## src/rtl/register_file_mp.sv

```systemverilog
// Multi-ported register file: two write ports, two combinational read ports,
// optional same-cycle write-to-read bypass and a post-reset clear sweep.
module register_file_mp #(
  parameter int DATA_WIDTH = 32,
  parameter int ADDR_WIDTH = 5,
  parameter int ZERO_REG   = 1,
  parameter int BYPASS     = 1
) (
  input  logic                  clock,
  input  logic                  reset_n,
  input  logic [ADDR_WIDTH-1:0] ra,
  input  logic [ADDR_WIDTH-1:0] rb,
  output logic [DATA_WIDTH-1:0] bus_a,
  output logic [DATA_WIDTH-1:0] bus_b,
  input  logic [ADDR_WIDTH-1:0] rw0,
  input  logic                  we0,
  input  logic [DATA_WIDTH-1:0] bus_w0,
  input  logic [ADDR_WIDTH-1:0] rw1,
  input  logic                  we1,
  input  logic [DATA_WIDTH-1:0] bus_w1,
  output logic                  ready
);

  localparam int DEPTH = 2 ** ADDR_WIDTH;
  localparam logic [ADDR_WIDTH-1:0] LAST_IDX = {ADDR_WIDTH{1'b1}};

  localparam logic [0:0] CLEAR = 1'b0;
  localparam logic [0:0] RUN   = 1'b1;

  logic [0:0]            state;
  logic [ADDR_WIDTH-1:0] clr_ptr;
  logic [DATA_WIDTH-1:0] mem [DEPTH];

  logic wr0_ok;
  logic wr1_ok;

  // Register 0 swallows writes when it is hard-wired to zero.
  assign wr0_ok = we0 && !(ZERO_REG != 0 && rw0 == '0);
  assign wr1_ok = we1 && !(ZERO_REG != 0 && rw1 == '0);

  // NOTE: sequential state uses non-blocking assignments so every flop samples
  // pre-edge values regardless of block ordering.
  always_ff @(posedge clock) begin
    if (!reset_n) begin
      state   <= CLEAR;
      clr_ptr <= '0;
      ready   <= 1'b0;
    end else if (state == CLEAR) begin
      clr_ptr <= clr_ptr + 1'b1;
      if (clr_ptr == LAST_IDX) begin
        state <= RUN;
        ready <= 1'b1;
      end
    end
  end

  // NOTE: the array has no reset branch; the clear sweep zeroes it one entry
  // per cycle, which keeps it mappable onto plain RAM/flop arrays.
  always_ff @(posedge clock) begin
    if (reset_n) begin
      if (state == CLEAR) begin
        mem[clr_ptr] <= '0;
      end else begin
        // Port 1 is written last so it wins an address collision.
        if (wr0_ok) mem[rw0] <= bus_w0;
        if (wr1_ok) mem[rw1] <= bus_w1;
      end
    end
  end

  function automatic logic [DATA_WIDTH-1:0] read_mux(
    input logic                  rdy,
    input logic [ADDR_WIDTH-1:0] idx,
    input logic [DATA_WIDTH-1:0] stored,
    input logic                  w0_en,
    input logic [ADDR_WIDTH-1:0] w0_idx,
    input logic [DATA_WIDTH-1:0] w0_data,
    input logic                  w1_en,
    input logic [ADDR_WIDTH-1:0] w1_idx,
    input logic [DATA_WIDTH-1:0] w1_data
  );
    logic [DATA_WIDTH-1:0] res;
    res = stored;
    if (!rdy) begin
      res = '0;
    end else if (ZERO_REG != 0 && idx == '0) begin
      res = '0;
    end else if (BYPASS != 0 && w1_en && w1_idx == idx) begin
      res = w1_data;
    end else if (BYPASS != 0 && w0_en && w0_idx == idx) begin
      res = w0_data;
    end
    return res;
  endfunction

  assign bus_a = read_mux(ready, ra, mem[ra], we0, rw0, bus_w0, we1, rw1, bus_w1);
  assign bus_b = read_mux(ready, rb, mem[rb], we0, rw0, bus_w0, we1, rw1, bus_w1);

endmodule
```

## config.mk

```make
export PLATFORM = sky130hd
export DESIGN_NAME = register_file_mp
export DESIGN_NICKNAME = d
export VERILOG_FILES = /design/src/rtl/register_file_mp.sv
export SDC_FILE = /design/constraint.sdc
export NUM_CORES = 2
export LEC_CHECK = 0
export CORE_ASPECT_RATIO = 0.9
export CORE_MARGIN = 2
export CORE_UTILIZATION = 58
export DETAILED_ROUTE_END_ITERATION = 10
export PLACE_DENSITY_LB_ADDON = 0.12
export SLEW_MARGIN = 5
export SYNTH_ARGS = -nofsm -noshare
export SYNTH_HDL_FRONTEND = slang
export SYNTH_SLANG_ARGS = --single-unit
export TNS_END_PERCENT = 5
```

## constraint.sdc

```tcl
create_clock -name clock -period 10.3 [get_ports clock]
set_input_delay 1.03 -clock clock [delete_from_list [all_inputs] [get_ports clock]]
set_output_delay 1.03 -clock clock [all_outputs]
set_load 0.1 [all_outputs]
```

=== Word level (Yosys, flattened, before mapping) ===
Memory sizes are Yosys's and may differ from the RTL's.
Index checks and enable logic that the tools add are counted.

* Flip-flop bits (word level): 7
* RAM bits: 1024
* Memories: 1
* Input port bits: 88
* Bits in latches: 0
* Bits in read-only memories: 0
* Word-level logic and storage cells: 49
* Output and inout port bits: 65

{| class="wikitable"
|+ Memories
! name !! words !! bits a word !! read ports !! clocked after Yosys merged registers in !! write ports !! RTL line !! RTL
|-
| mem || 32 || 32 || 2 || 0 || 2 || 32 || <nowiki>logic [DATA_WIDTH-1:0] mem [DEPTH];</nowiki>
|}

* Equality and inequality tests: 5
* Shifts and indexed selects: 0
* Reductions and logical operators: 14
* Bitwise gates (word level): 1
* $lt $le $gt $ge: 0
* Div/mod/pow operators: 0
* Muxes and demuxes: 24
* Add/subtract/negate cells: 1
* Multiply operators: 0

{| class="wikitable"
|+ Operator list
! operator !! count
|-
| $mux W32 || 9
|-
| $reduce_or A32 Y1 || 1
|-
| $eq A5 B5 Y1 || 4
|-
| $logic_not A5 Y1 || 4
|-
| $mux W1 || 14
|-
| $logic_and A1 B1 Y1 || 6
|-
| $add A5 B1 Y5 const B || 1
|-
| $eq A5 B5 Y1 const B || 1
|-
| $mux W5 || 1
|-
| $logic_not A1 Y1 || 2
|-
| $reduce_and A2 Y1 || 1
|-
| $not A1 Y1 || 1
|}

=== Logic depth before layout (Yosys ltp) ===
* Word-level depth: 9
* Depth in mapped cells: 10
* Gate-level depth less buffers: 5

=== Least setup slack after synthesis ===
Ideal clock, no wire load.

* Kind: input to output
* From: input port ra[4]
* To: output port bus_a[20]
* Path slack: 3933 ps
* Required time: 9270 ps
* Cell stages on the path: 7
* Data arrival time: 5337 ps
* Buffers on the path: 2
* Cells stage by stage: buf_2 xor2_1 nor4_2 and3_1 clkbuf_1 a2111oi_0 o41ai_1

* Word-level cells in the longest chain between the ends: 6
* Elaborated cells on any way between the ends: 10
* Those cells by class: 2 x eq/ne; 4 x mux; 3 x reduce/logical; 1 x memory

{| class="wikitable"
|+ Ends and longest elaborated chain
! element !! RTL line !! RTL
|-
| start: declaration || 11 || <nowiki>input logic [ADDR_WIDTH-1:0] ra,</nowiki>
|-
| branches (longest 4 deep; another with $mem_v2 Z32 W32) || n/a ||
|-
| $mux W32 (*) || 86 || <nowiki>end else if (ZERO_REG != 0 && idx == '0) begin</nowiki>
|-
| $mux W32 (*) || 84 || <nowiki>if (!rdy) begin</nowiki>
|-
| end: declaration || 13 || <nowiki>output logic [DATA_WIDTH-1:0] bus_a,</nowiki>
|}

Every way passes the cells marked *.

=== Worst setup path in the final report ===
* From: input port rw0[2]
* To: output port bus_a[29]

* Word-level cells in the longest chain between the ends: 6

{| class="wikitable"
|+ Ends and longest elaborated chain
! element !! RTL line !! RTL
|-
| start: declaration || 15 || <nowiki>input logic [ADDR_WIDTH-1:0] rw0,</nowiki>
|-
| $eq A5 B5 Y1 || 90 || <nowiki>end else if (BYPASS != 0 && w0_en && w0_idx == idx) begin</nowiki>
|-
| $logic_and A1 B1 Y1 || 90 ||
|-
| $mux W32 || 90 ||
|-
| $mux W32 || 88 || <nowiki>end else if (BYPASS != 0 && w1_en && w1_idx == idx) begin</nowiki>
|-
| $mux W32 || 86 ||
|-
| $mux W32 || 84 ||
|}

Every way passes these cells.

==> flow_summary.toml <==
[die]
start_util_pct = 58.6
die_w_microns = 345
die-area_sq_um = 107000
fp.dieH_microns = 311
rows = 112
core_area_sq_um = 104000
pin_count = 153

[cts]
cts_resized = 0
cts_tree = "built"
insertion_delay_ns = 0.73
cts-root-buf = "clkbuf_16"
cts_buffers = 109
htreeDepth = 3
cts_max_path_buffers = 3
cts_setup_buffers = 0
numClockSinks = 1031
hold_buffers = 0
clk_pin_slew_ns = 0.06

[timing]
fin_crit_ns = 7.39
slew_violations = 0
tightestPinTransition_ns = 1.35
final-setup-viol-count = 0
fin_tns_setup_ns = 0
final.period_utilization_pct = 71.8
grt_setup_unrepaired = "false"
hold_viol = 0
slew_headroom_pct = 9.60
skew_ns = 0.0267
fmaxAchievable_mhz = 135

[route]
viasPerCell = 7.28
first_iter_violations = 7967
detail_route.wl_per_cell_microns = 34.6
drt_pass1_iterations = 7
drc = 0
wl_mm = 218
vias = 45899
final_antenna_net_count = 0

[worst_setup_path]
crit_path_start_kind = "primary input"
arrival_ns = 6.36
criticalPathCategory = "in2out"
cp_max_fo = 32
worstPathRequired_ns = 9.27
rr_worst_depth = 6
worstSetupEndpointType = "output port"

[synthesis]
yosysWarnings = 0
async_reset_ff_share_pct = 0
postSynthAreaPerCell_sq_um = 11.9
ys_seq_area_share_pct = 50.9
syn_inst = 5090
synth-seq-cells = 1031
synthTopCellsByArea = "edfxtp_1 (51%), mux4_2 (20%), nand2_1 (6.7%)"
synth_cell_types = 60
yosysTopAreaCellShare_pct = 50.6
syn_area_sq_um = 60700
synth_top_area_cell = "edfxtp_1"
synthFlopType = "edfxtp_1"
postSynthNetCount = 5180
synth_edf_count = 1024

[final_layout]
drive_gt1_share_pct = 20.3
final_nets = 4934
utilization_pct = 63.7
multi_input_comb_area_sq_um = 27200
seq_area_sq_um = 30900
area_growth_pct = 8.78
design_area_sq_um = 66100
fillerInstances = 7683

[power]
p_int_uw = 7070
swShare_pct = 23.6
switchingPower_uw = 2180
comb_power_share_pct = 7.9
p_leak_uw = 0.0214
peakVddDrop_mv = 0.121
pwr-share-seq_pct = 49.6
total_power_uw = 9250
power_frac_clock_pct = 42.5
power_density_nw_per_um2 = 140

[flow_run]
drv_cap = 0

[place]
place_area_sq_um = 62600
globalplace.congestion = 0.939
dpl.hpwl_mm = 122
port_buffers = 152

[global_route]
grt_pass1_wl_mm = 310
grt_max_degree = 125
grt_pass1_vias = 43757
globalRouteOverflowTotal = 0
grtUsageTotal_pct = 40.5
antenna_found_initial = 3

[outcome]
outcome = "finished clean"

[worst_hold_path]
hold_depth = 1
hp-class = "reg2reg"
-- cell type report --
class                      instances  share of cell area [%]
inverter                          37                   0.210
clock inverter                    62                   0.863
antenna                            4                  0.0151
sequential                      1031                    46.7
multi-input combinational       3368                    41.2
tap                             1368                    2.59
clock buffer                     137                    4.35
timing repair buffer             297                    4.03
-- power by group through the flow --
stage | Combinational, uW | Sequential (uW) | Clock [uW]
2_1_floorplan | 478 | 4670 | 0
3_3_place_gp | 706 | 4670 | 0
3_5_place_dp | 709 | 4670 | 0
4_1_cts | 711 | 4590 | 3920
5_1_grt | 749 | 4590 | 4080
6_report | 731 | 4590 | 3930
-- sequential cells by signal, indices dropped and copies added, names as in the netlist --
register / flops
mem: 1024
state: 1
clr_ptr: 5
ready: 1
-- through the flow --
step | setup slack [ns] | std cells | hold WS (ns)
6_report | 2.91 | 6304 | 0.587
5_1_grt | 3.02 | 6301 | 0.615
4_1_cts | 3.31 | 6300 | 0.603
3_5_place_dp | 3.33 | 6101 | 0.585
3_3_place_gp | 3.08 | 6101 | 0.537
2_1_floorplan | 3.93 | 5090 | 0.554
-- cells in the final DEF, fill, tap and decap left out, drive strengths merged, types with 5 or more instances in the layout --
cell type,count
nor2,184
clkinv,45
nand2b,7
nor3,14
o41ai,63
clkdlybuf4s50,142
edfxtp,1024
mux2,63
xnor2,11
inv,39
mux2i,102
clkinvlp,5
dfxtp,7
a2111oi,32
mux4,544
o21bai,12
o21ai,1090
clkbuf,137
a311oi,31
bufinv,10
nand2,1100
xor2,12
o22ai,19
buf,155
or3,33
-- path summary, 6_finish.rpt --
check / slack, ns / from / end
setup / recovery: 2.91 / rw0[2] / bus_a[29]
hold / removal: 0.59 / ready$_SDFFE_PN0P_ / ready$_SDFFE_PN0P_
setup reg to reg: 5.32 / state$_SDFF_PN0_ / mem[0][7]$_DFFE_PP_
hold reg to reg: 0.59 / ready$_SDFFE_PN0P_ / ready$_SDFFE_PN0P_
-- worst max-delay path, cell delays in order --
cell and delay, ns:
clkdlybuf4s50_1 0.72, xor2_1 0.28, nor4_2 0.42, and3_2 1.14, a2111oi_0 0.38, o41ai_1 1.04, clkdlybuf4s50_1 1.31
-- cell families (layout without fill, tap and decap cells) --
kind of cell	after synthesis	count (layout)	synth area share [%]
and+or+nand+nor	1369	1369	8.95
DFF	1031	1031	50.9
adders and majority gates	2	2	0.0412
xor gates and xnor gates	23	23	0.344
buffers and inverters	691	533	5.39
other	0	4	0
muxes	709	709	23.0
AOI/OAI and AO/OA	1265	1265	11.4
-- layer usage --
layer | part of all wire (%) | up-vias | global-route usage [%]
li1 | - | 18777 | -
met1 | 35 | 22432 | 55.8
met2 | 43 | 3991 | 59.2
met3 | 17 | 699 | 13.0
met4 | 5.2 | 0 | 18.1
met5 | 0 | - | 0
-- cell usage after synthesis, drive strengths merged (4+ instances only) --
library cell,n
inv,37
nand2,1100
mux4,544
a311oi,31
edfxtp,1024
o41ai,63
nor2,184
xor2,12
nor3,14
dfxtp,7
clkbuf,364
mux2i,102
o21ai,1090
nand2b,7
mux2,63
or3,33
xnor2,11
or2,4
a2111oi,32
buf,290
o22ai,19
o21bai,12
Note: power is estimated with default switching activity, not from simulation.
